===== config.mk =====
export PLATFORM = sky130hd
export DESIGN_NAME = d5m_stream_gen
export DESIGN_NICKNAME = d
export VERILOG_FILES = /design/src/rtl/d5m_stream_gen.sv
export SDC_FILE = /design/constraint.sdc
export NUM_CORES = 1
export LEC_CHECK = 0
export ABC_AREA = 0
export CAP_MARGIN = 0
export CORE_MARGIN = 4
export CORE_UTILIZATION = 35
export CTS_CLUSTER_SIZE = 30
export DETAILED_ROUTE_END_ITERATION = 6
export DONT_BUFFER_PORTS = 1
export GPL_TIMING_DRIVEN = 0
export MAX_ROUTING_LAYER = met4
export SLEW_MARGIN = 25
export SYNTH_ARGS = -nofsm -noshare
export SYNTH_HDL_FRONTEND = slang
export SYNTH_SLANG_ARGS = --single-unit

===== constraint.sdc =====
create_clock -name iCLK -period 4.3 [get_ports iCLK]
set_clock_uncertainty 0.15 [all_clocks]
set_input_delay 1.075 -clock iCLK [delete_from_list [all_inputs] [get_ports iCLK]]
set_output_delay 1.075 -clock iCLK [all_outputs]
set_load 0.1 [all_outputs]

===== src/rtl/d5m_stream_gen.sv =====
// Synthetic D5M-style pixel-stream source. It produces FVAL/LVAL framing and 12-bit Bayer test data,
// so the capture -> RAW2RGB -> SDRAM -> VGA chain can run without a sensor attached.
module d5m_stream_gen #(
    parameter int H_ACTIVE = 1280,
    parameter int V_ACTIVE = 960,
    parameter int H_BLANK  = 64,
    parameter int FV_LEAD  = 8,
    parameter int FV_TRAIL = 8,
    parameter int V_BLANK  = 32,
    parameter int CHK_LOG2 = 5
) (
    input  logic        iCLK,
    input  logic        iRST,
    input  logic        iSTART,
    input  logic        iEND,
    input  logic [1:0]  iPATTERN,
    output logic [11:0] oDATA,
    output logic        oFVAL,
    output logic        oLVAL,
    output logic [15:0] oX_Cont,
    output logic [15:0] oY_Cont,
    output logic [31:0] oFrame_Cont,
    output logic        oBUSY
);

    typedef enum logic [2:0] {
        S_IDLE   = 3'd0,
        S_LEAD   = 3'd1,
        S_ACTIVE = 3'd2,
        S_HBLANK = 3'd3,
        S_TRAIL  = 3'd4,
        S_VBLANK = 3'd5
    } state_t;

    localparam logic [31:0] LEAD_LAST  = 32'(FV_LEAD - 1);
    localparam logic [31:0] HACT_LAST  = 32'(H_ACTIVE - 1);
    localparam logic [31:0] HBLK_LAST  = 32'(H_BLANK - 1);
    localparam logic [31:0] TRAIL_LAST = 32'(FV_TRAIL - 1);
    localparam logic [31:0] VBLK_LAST  = 32'(V_BLANK - 1);
    localparam logic [15:0] VACT_LAST  = 16'(V_ACTIVE - 1);

    state_t      state_q, state_d;
    logic [31:0] cnt_q, cnt_d;
    logic [15:0] y_q, y_d;
    logic [1:0]  pat_q, pat_d;
    logic        stop_q, stop_d;
    logic [31:0] frame_q, frame_d;
    logic [11:0] data_q, data_d;
    logic        fval_q, fval_d;
    logic        lval_q, lval_d;
    logic [15:0] x_q, x_d;
    logic        busy_q, busy_d;
    logic        stop_req;

    // Pixel value for a given pattern and position; X/Y only need their low 12 bits.
    function automatic logic [11:0] pixel(input logic [1:0] pat, input logic [11:0] x,
                                          input logic [11:0] y);
        logic [11:0] v;
        case (pat)
            2'd0: v = x;
            2'd1: v = y;
            2'd2: v = (x[CHK_LOG2] ^ y[CHK_LOG2]) ? 12'hFFF : 12'h000;
            2'd3: begin
                case ({y[0], x[0]})
                    2'b00:   v = 12'h800;
                    2'b01:   v = 12'hFFF;
                    2'b10:   v = 12'h100;
                    2'b11:   v = 12'h800;
                    default: v = 12'h000;
                endcase
            end
            default: v = 12'h000;
        endcase
        return v;
    endfunction

    // Next-state, counter and output computation; outputs are derived from the next state so the
    // registered flags, data and column always line up on the same cycle.
    always_comb begin
        state_d = state_q;
        cnt_d   = cnt_q;
        y_d     = y_q;
        pat_d   = pat_q;
        frame_d = frame_q;

        // iEND beats iSTART; requests only matter once a frame sequence is running.
        if (state_q != S_IDLE) begin
            if (iEND) begin
                stop_req = 1'b1;
            end else if (iSTART) begin
                stop_req = 1'b0;
            end else begin
                stop_req = stop_q;
            end
        end else begin
            stop_req = stop_q;
        end
        stop_d = stop_req;

        case (state_q)
            S_IDLE: begin
                if (iSTART && !iEND) begin
                    state_d = S_LEAD;
                    cnt_d   = 32'd0;
                    y_d     = 16'd0;
                    pat_d   = iPATTERN;
                end else begin
                    state_d = S_IDLE;
                end
            end
            S_LEAD: begin
                if (cnt_q == LEAD_LAST) begin
                    state_d = S_ACTIVE;
                    cnt_d   = 32'd0;
                end else begin
                    cnt_d = cnt_q + 32'd1;
                end
            end
            S_ACTIVE: begin
                if (cnt_q == HACT_LAST) begin
                    cnt_d = 32'd0;
                    if (y_q < VACT_LAST) begin
                        state_d = S_HBLANK;
                    end else begin
                        state_d = S_TRAIL;
                    end
                end else begin
                    cnt_d = cnt_q + 32'd1;
                end
            end
            S_HBLANK: begin
                if (cnt_q == HBLK_LAST) begin
                    state_d = S_ACTIVE;
                    cnt_d   = 32'd0;
                    y_d     = y_q + 16'd1;
                end else begin
                    cnt_d = cnt_q + 32'd1;
                end
            end
            S_TRAIL: begin
                if (cnt_q == TRAIL_LAST) begin
                    state_d = S_VBLANK;
                    cnt_d   = 32'd0;
                    frame_d = frame_q + 32'd1;
                end else begin
                    cnt_d = cnt_q + 32'd1;
                end
            end
            S_VBLANK: begin
                if (cnt_q == VBLK_LAST) begin
                    cnt_d = 32'd0;
                    if (stop_req) begin
                        state_d = S_IDLE;
                        stop_d  = 1'b0;
                    end else begin
                        state_d = S_LEAD;
                        y_d     = 16'd0;
                        pat_d   = iPATTERN;
                    end
                end else begin
                    cnt_d = cnt_q + 32'd1;
                end
            end
            default: begin
                state_d = S_IDLE;
                cnt_d   = 32'd0;
            end
        endcase

        fval_d = (state_d == S_LEAD) || (state_d == S_ACTIVE) ||
                 (state_d == S_HBLANK) || (state_d == S_TRAIL);
        lval_d = (state_d == S_ACTIVE);
        busy_d = (state_d != S_IDLE);

        if (lval_d) begin
            x_d    = cnt_d[15:0];
            data_d = pixel(pat_d, cnt_d[11:0], y_d[11:0]);
        end else begin
            x_d    = 16'd0;
            data_d = 12'd0;
        end
    end

    // State and output registers with synchronous reset; a reset abandons any partial frame.
    always_ff @(posedge iCLK) begin
        if (iRST) begin
            state_q <= S_IDLE;
            cnt_q   <= 32'd0;
            y_q     <= 16'd0;
            pat_q   <= 2'd0;
            stop_q  <= 1'b0;
            frame_q <= 32'd0;
            data_q  <= 12'd0;
            fval_q  <= 1'b0;
            lval_q  <= 1'b0;
            x_q     <= 16'd0;
            busy_q  <= 1'b0;
        end else begin
            state_q <= state_d;
            cnt_q   <= cnt_d;
            y_q     <= y_d;
            pat_q   <= pat_d;
            stop_q  <= stop_d;
            frame_q <= frame_d;
            data_q  <= data_d;
            fval_q  <= fval_d;
            lval_q  <= lval_d;
            x_q     <= x_d;
            busy_q  <= busy_d;
        end
    end

    assign oDATA       = data_q;
    assign oFVAL       = fval_q;
    assign oLVAL       = lval_q;
    assign oX_Cont     = x_q;
    assign oY_Cont     = y_q;
    assign oFrame_Cont = frame_q;
    assign oBUSY       = busy_q;

endmodule


-- Word-level counts from Yosys, hierarchy flattened
Index checks and enable logic that the tools add are counted.
- register bits after elaboration: 117
- latch bits: 0
- memory bits (writable): 0
- ROM bits: 0
- input port bits: 6
- output and inout bits: 79
- logic and storage cells: 90
- memories: 0
- add/sub/neg operators: 3
- multipliers: 0
- div/mod/pow operators: 0
- $lt $le $gt $ge: 1
- eq/ne operators: 23
- shift operators: 0
- mux-type cells: 32
- bitwise logic cells: 2
- reduce and logical (&&, ||, !) cells: 16
- operators by type and width (kind ; number):
    $mux W32 ; 5
    $pmux W32 S5 ; 1
    $add A32 B1 Y32 const B ; 2
    $mux W16 ; 4
    $pmux W12 S4 ; 1
    $pmux W16 S3 ; 1
    $pmux W12 S3 ; 1
    $eq A32 B11 Y1 const B ; 1
    $eq A32 B3 Y1 const B ; 1
    $eq A32 B5 Y1 const B ; 1
    $eq A32 B6 Y1 const B ; 1
    $mux W3 ; 6
    $pmux W3 S6 ; 1
    $add A16 B1 Y16 const B ; 1
    $lt A16 B10 Y1 const B ; 1
    $eq A3 B2 Y1 const B ; 4
    $mux W12 ; 1
    $eq A3 B3 Y1 const B ; 3
    $reduce_bool A3 Y1 ; 3
    $eq A2 B2 Y1 const B ; 4
    $ne A2 B2 Y1 const B ; 4
    $mux W1 ; 7
    $eq A3 B1 Y1 const B ; 2
    $mux W2 ; 3
    other kinds (12) ; 18

-- Longest topological paths before layout
Gate-level depths: netlist of run 1.
- depth after elaboration: 10
- mapped depth: 14
- mapped depth without buffers: 13

-- Worst setup path before layout of run 1
No wires, ideal clock.
- path kind: flip-flop to flip-flop
- start: register cnt_q[2]
- end: register data_q[3], in the netlist oDATA[3]
- setup time: 0.095 ns
- arrival time: 3.056 ns
- required time: 4.055 ns
- slack: 0.998 ns
- stages on the path, launching flop included: 13
- buffers on the path: 1
- period minus slack after synthesis: 3.302 ns
- cells stage by stage: dfxtp_1 > buf_2 > or4b_4 > or4_4 > nor4_2 > mux2i_1 > or2_4 > a21oi_1 > ha_1 > nor3_1 > nor2_1 > nand3_4 > a221oi_1
- longest elaborated chain between the ends: 7
- elaborated cells on any way between the ends: 37
- those cells by class: add/sub: 1; eq/ne: 11; mux: 19; bitwise: 2; reduce/logical: 4
- RTL lines (element ; line ; RTL):
    start, declared ; 43 ; logic [31:0] cnt_q, cnt_d;
    start signal, assigned ; 200 ; cnt_q <= cnt_d;
    branches (longest 7 deep; another with $add A32 B1 Y32) ; n/a ;
    end signal, assigned ; 205 ; data_q <= data_d;
    end, declared ; 48 ; logic [11:0] data_q, data_d;
Parallel ways; which one is timed is not known. The select of a mux whose other input is x is not followed.
A chain may end at the register's enable or synchronous reset.

-- Worst setup path in the final report of run 1
- start: register cnt_q[27]
- end: register data_q[4], in the netlist oDATA[4]
- longest elaborated chain between the ends: 7
- elaborated cells on any way between the ends: 36
- those cells by class: eq/ne: 11; mux: 19; bitwise: 2; reduce/logical: 4
- RTL lines (element ; line ; RTL):
    $eq A32 B5 Y1 (tied with other cells) ; 150 ; if (cnt_q == VBLK_LAST) begin
    $mux W32, on equally long branches ; n/a ;
    $pmux W32 S5 * ; 100 ; case (state_q)
    net cnt_d[0] ; 43 ;
    $eq A2 B2 Y1 or $logic_not A2 Y1 (tied branches) ; 64 ; case ({y[0], x[0]})
    $reduce_or A2 Y1 (no line) ; n/a ;
    $pmux W12 S3 * ; 64 ;
    $pmux W12 S4 * ; 59 ; case (pat)
Mark *: on every way through the listed nets, which the timed path passes. The rest lies on a longest branch. The select of a mux whose other input is x is not followed.

==> reports/results.ini, run 1 <==
[layout]
nNetsFinal=678
n_fill_cell=1526
instances_no_fill=868
utilization=0.411
diodes=0
seqCellArea_um2=2350
area_growth_pct=14.8
multiInputGateArea_um2=2940
drive_gt1_frac=0.113
stdcell_area_um2=6250

[synthesis]
synthAdderAreaFrac=0.0115
synth_simple_gate_area_frac=0.302
synth_compound_area_frac=0.131
yosys_warnings=0
synth_edf_count=0
synth_top_area_share=0.430
ys_async_sr_fraction=0
yosys.cell_count.top_type=nor2_1
synth-seq-area-share=0.430
postSynthCellCount=648
yosysUniqueCellTypes=64
synth.avg_cell_area_um2=8.40
synth_fp_nets=659
synth.area.mux_share=0.0207
synth.area.top_cells=dfxtp_1 (43%), nor2_1 (8.3%), xor2_1 (4.8%), nand3_1 (3.6%), nand2_1 (3.4%)
synth_top_family_by_area=simple AND/OR/NAND/NOR gates
synth-xor-area-share=0.0740
synth_area_leader_cell=dfxtp_1
synthesis.area_um2=5440
synth-main-ff-cell=dfxtp_1
synthTopCellsByCount=nor2_1 (121), dfxtp_1 (117), nand2_1 (50)
synth.ff_latch_count=117

[drt]
first_iter_violations=260
drt-total-wl_um=14600
num_vias=4678
drtAntennaViolNets=0
drcViolationCount=0
drtPass1Iterations=5
routedWlPerCell_um=16.8
avgViaCountPerCell=5.39

[critical_path]
path_depth=12
rr_startpoint=cnt_q[27]
path_class=flop to flop
worst-r2r-setup-slack_ns=0.48
r2r-end=oDATA[4]
crit_slowest_cell=or4_1
cpMostUsedCell=or4_1
critPathMaxStageDelay_ns=0.58
reg2reg_depth=12
worst-path-max-fanout=9
cp-end-kind=flop
critPathArrivalTime_ns=3.93
worstSetupEndpoint=oDATA[4]
path_delay_family=simple AND/OR/NAND/NOR gates
path_buf_inv=1
crit_path_cell_trace=or4_1 -> or4_1 -> nor3b_1 -> o22a_1 -> nand2_1 -> o21ai_0 -> inv_1 -> ha_1 -> nor3_1 -> nor2_1 -> nand3_4 -> a221oi_1
cp-start-kind=flop
cp-startpoint=cnt_q[27]
worst_ep_required_time_ns=4.42

[cts]
path_clk_slew_ns=0.06
cts_resized=0
cts_num_sinks=117
htree_levels=4
clk_path_buf_depth=2
clockRootBuffer=clkbuf_16
cts_tree=built
cts_buffers=17
hold_buffers=0
worstSkewPairLatency_ns=0.42
cts_setup_buffers=0

[placed_design]
io_buffers=0
place_area_um2=5690
place_congestion=0.865
dp_cells=836
hpwl_um=10900

[floorplan]
die_w_um=133
io_pins=85
core_area_um2=15200
initial_utilization=0.358
die_area_um2=17600
die_h_um=133
rows=45

[global_route]
grt_remaining_overflow=0
grt_usage=0.171
grt_max_degree=17
grt_pass1_wl_um=23200
antenna_found_initial=0
grt_pass1_vias=4352

[power_and_ir_drop]
internal_power_mw=1.91
comb_power_share=0.039
power.leakage_nw=2.16
swShare=0.241
clockPowerShare=0.524
seqPwrFrac=0.437
power_density_nw_per_um2=404
p_switching_uw=609
ir_worst_vdd_mv=0.245

[sta]
hold_viol=0
setup_viol=0
max_freq_mhz=262
worstMarginPinSlew_ns=1.11
rsz0062_at_grt=false
fin_crit_ns=3.82
slew_headroom=0.260
tns_ns=0
timing.final.crit_share=0.888
drv_slew=0

[flow_run]
maxCapViolations=0

[outcome]
status=completed

[min_path]
hp-start=cnt_q[29]
holdCritPathClass=flop to flop

-- placed cells by master (no fill, tap or decap), types with 8 or more instances in the layout --
| cell | instances |
|---|---|
| inv_1 | 15 |
| nor2_1 | 121 |
| clkbuf_16 | 17 |
| clkbuf_1 | 15 |
| o21ai_0 | 25 |
| nor2b_1 | 8 |
| dfxtp_1 | 109 |
| buf_2 | 10 |
| a21oi_1 | 32 |
| and4_1 | 8 |
| and3_1 | 15 |
| or3_1 | 10 |
| nor3_1 | 12 |
| nand3_1 | 39 |
| nand4_1 | 12 |
| nand2_1 | 50 |
| xor2_1 | 30 |
| dfxtp_2 | 8 |
| nor4_1 | 12 |
| xnor2_1 | 16 |
-- stage by stage --
stage                     setup slack, ns  hold slack [ns]  power [mW]
final                               0.484            0.368        2.52
after global routing                0.181            0.413        2.60
after CTS                           0.465            0.365        2.55
after detailed placement            0.509            0.357        1.22
after global placement              0.467            0.326        1.22
after floorplan                     0.998            0.311        1.20
-- kinds of logic after synthesis --
logic type	after synthesis
muxes	8
adders and majority gates	5
and+or+nand+nor	324
buffers and inverters	40
DFF	117
AOI/OAI and AO/OA	108
xor gates and xnor gates	46
-- flip-flops by register name, summed over array words and instances, names as in the netlist --
| name | count |
|---|---|
| oDATA | 12 |
| pat_q | 2 |
| oX_Cont | 16 |
| oFrame_Cont | 32 |
| stop_q | 1 |
| oLVAL | 1 |
| state_q | 3 |
| oBUSY | 1 |
| oFVAL | 1 |
| oY_Cont | 16 |
| cnt_q | 32 |
-- worst min-delay path, delay by kind of cell (launching register included) --
kind / cells / cell delay, ns
AO/OA/AOI/OAI: 2 / 0.14
flip-flops: 1 / 0.33
-- routing by layer --
metal	routed length, µm	vias to the layer above	global-route usage
li1	-	2321	-
met1	6550	2218	0.204
met2	6970	118	0.269
met3	803	21	0.0532
met4	287	0	0.0699
met5	0	-	-
-- layout make-up --
class,count,area share
inverter,15,0.00901
buffer,25,0.0176
clock buffer,18,0.0687
multi-input combinational,491,0.470
sequential,117,0.377
clock inverter,14,0.0206
tap,188,0.0377
-- power by group through the flow --
| stage | Sequential, mW | Clock, mW | Combinational, mW |
|---|---|---|---|
| CTS | 1.10 | 1.35 | 0.0980 |
| global placement | 1.13 | 0 | 0.0963 |
| detailed placement | 1.13 | 0 | 0.0971 |
| floorplan | 1.12 | 0 | 0.0715 |
| finish | 1.10 | 1.32 | 0.0978 |
| global route | 1.10 | 1.39 | 0.108 |
-- how the worst min path moves through the flow --
stage | endpoint | slack, ns | cells after the start
2_1_floorplan | cnt_q[29] | 0.31 | 2
3_3_place_gp | cnt_q[29] | 0.33 | 2
3_5_place_dp | cnt_q[29] | 0.36 | 2
4_1_cts | cnt_q[29] | 0.37 | 2
5_1_grt | cnt_q[29] | 0.41 | 2
6_report | cnt_q[29] | 0.37 | 2
Power figures use the tool's default switching activity.
==> run 2: changes to the inputs <==
Settings changed: PLACE_DENSITY_LB_ADDON set to 0.08.
==> run 2 against run 1 <==
Clock power about the same; worst hold slack got worse by 0.0091 ns; cell area barely moved; fmax fell by 3.0%; non-clock buffer count did not move; sequential share of layout area hardly changed; total power is 0.20% higher; combinational power barely moved; sequential power hardly changed; register-to-register slack got worse by 0.12 ns; core utilization about the same; critical endpoint is now oDATA[3].
==> reports/results.ini, run 2 (synthesis results as in run 1) <==
[min_path]
holdCritPathClass=flop to flop

[global_route]
grt_usage=0.177  ; +0.00616
grt_max_degree=17  ; unchanged
grt_pass1_wl_um=24200  ; +4.2%
grt_remaining_overflow=0  ; unchanged
antenna_found_initial=0  ; unchanged
grt_pass1_vias=4466  ; +2.6%

[critical_path]
worst_ep_required_time_ns=4.46  ; +0.04 ns
path_class=flop to flop
worst-path-max-fanout=9  ; unchanged
critPathArrivalTime_ns=4.09  ; +0.16 ns
cp-start-kind=flop
cp-end-kind=flop

[layout]
final_common_cell=nor2_1
area_growth_pct=14.7  ; about the same
nNetsFinal=678  ; unchanged
diodes=0  ; unchanged
stdcell_area_um2=6240  ; about the same
n_fill_cell=1540  ; +0.92%
mostFrequentLayoutCells=nor2_1 (121), dfxtp_1 (111), nand2_1 (50), nand3_1 (39), a21oi_1 (32)
drive_gt1_frac=0.110  ; -0.00294

[cts]
hold_buffers=0  ; unchanged
htree_levels=4  ; unchanged
clockRootBuffer=clkbuf_16
path_clk_slew_ns=0.05  ; about the same
cts_setup_buffers=0  ; unchanged
worstSkewPairLatency_ns=0.41  ; about the same
cts_buffers=17  ; unchanged
cts_num_sinks=117  ; unchanged
clk_path_buf_depth=2  ; unchanged
cts_resized=0  ; unchanged
cts_tree=built

[floorplan]
io_pins=85  ; unchanged
die_area_um2=17600  ; unchanged
die_h_um=133  ; unchanged
die_w_um=133  ; unchanged
rows=45  ; unchanged
core_area_um2=15200  ; unchanged
initial_utilization=0.358  ; unchanged

[power_and_ir_drop]
seqPwrFrac=0.436  ; about the same
swShare=0.239  ; -0.00246
power.leakage_nw=2.16  ; about the same
power_density_nw_per_um2=405  ; +0.26%
internal_power_mw=1.92  ; +0.52%
clockPowerShare=0.524  ; about the same
comb_power_share=0.040  ; about the same
ir_worst_vdd_mv=0.257  ; +5.0%
p_switching_uw=604  ; -0.82%

[drt]
drcViolationCount=0  ; unchanged
avgViaCountPerCell=5.31  ; -1.4%
drtAntennaViolNets=0  ; unchanged
drtPass1Iterations=4  ; -1
routedWlPerCell_um=17.0  ; +0.85%
num_vias=4613  ; -1.4%
drt-total-wl_um=14700  ; +0.85%
first_iter_violations=274  ; +5.4%

[sta]
tns_ns=0  ; unchanged
hold_viol=0  ; unchanged
rsz0062_at_grt=false
timing.final.crit_share=0.915  ; +0.0276
max_freq_mhz=254  ; -3.0%
worstMarginPinSlew_ns=1.09  ; -0.0199 ns
slew_headroom=0.273  ; +0.0133
fin_crit_ns=3.94  ; +0.119 ns
setup_viol=0  ; unchanged
drv_slew=0  ; unchanged

[placed_design]
hpwl_um=10800  ; -0.60%
io_buffers=0  ; unchanged
place_area_um2=5680  ; about the same
place_congestion=0.854  ; -1.3%

[flow_run]
maxCapViolations=0  ; unchanged

[outcome]
status=completed

-- run 2: worst paths after layout --
| path | slack, ns | end | cells past startpoint | start |
|---|---|---|---|---|
| worst min register to register | 0.36 | cnt_q[29] | 2 | cnt_q[29] |
| worst max register to register | 0.36 | oDATA[3] | 12 | cnt_q[2] |
| worst min-delay path | 0.36 | cnt_q[29] | 2 | cnt_q[29] |
| worst max-delay path | 0.36 | oDATA[3] | 12 | cnt_q[2] |
-- run 2: worst max-delay path: stages, from the launching register on --
cell and delay [ns]:
dfxtp_1 0.30, buf_2 0.18, or4b_4 0.51, or4_4 0.57
nor4_2 0.25, mux2i_1 0.16, or2_4 0.30, a21oi_1 0.49
ha_1 0.29, nor3_1 0.07, nor2_1 0.18, nand3_4 0.14
a221oi_1 0.25
-- run 2: power groups by stage --
stage | registers [mW] | clock network (mW) | logic, mW
4_1_cts | 1.10 | 1.36 | 0.100
3_5_place_dp | 1.13 | 0 | 0.0992
3_3_place_gp | 1.13 | 0 | 0.0987
6_report | 1.10 | 1.33 | 0.100
5_1_grt | 1.10 | 1.41 | 0.113
2_1_floorplan | 1.12 | 0 | 0.0715
-- run 2: layout make-up --
class	count	area, µm²	share of cell area
inverter	15	56.3	0.00902
buffer	25	110	0.0176
sequential	117	2350	0.376
tap	188	235	0.0377
clock buffer	20	447	0.0715
clock inverter	12	105	0.0168
multi-input combinational	491	2940	0.471
-- run 2: metrics by stage --
step | setup slack, ns | hold slack (ns) | power (mW) | cells | util
after floorplan | 0.998 | 0.311 | 1.20 | 648 | -
after global placement | 0.376 | 0.330 | 1.22 | 836 | 0.374
after detailed placement | 0.388 | 0.344 | 1.22 | 836 | 0.374
after CTS | 0.307 | 0.351 | 2.56 | 868 | 0.410
after global routing | 0.106 | 0.375 | 2.63 | 868 | 0.411
final | 0.365 | 0.359 | 2.53 | 868 | 0.411
-- run 2: metal layers --
metal  vias up  wire, µm  GRT usage
met4         0       310     0.0710
met2       111      6740      0.263
met3        24       766     0.0540
li1       2309         -          -
met1      2169      6920      0.225
met5         -         0          -
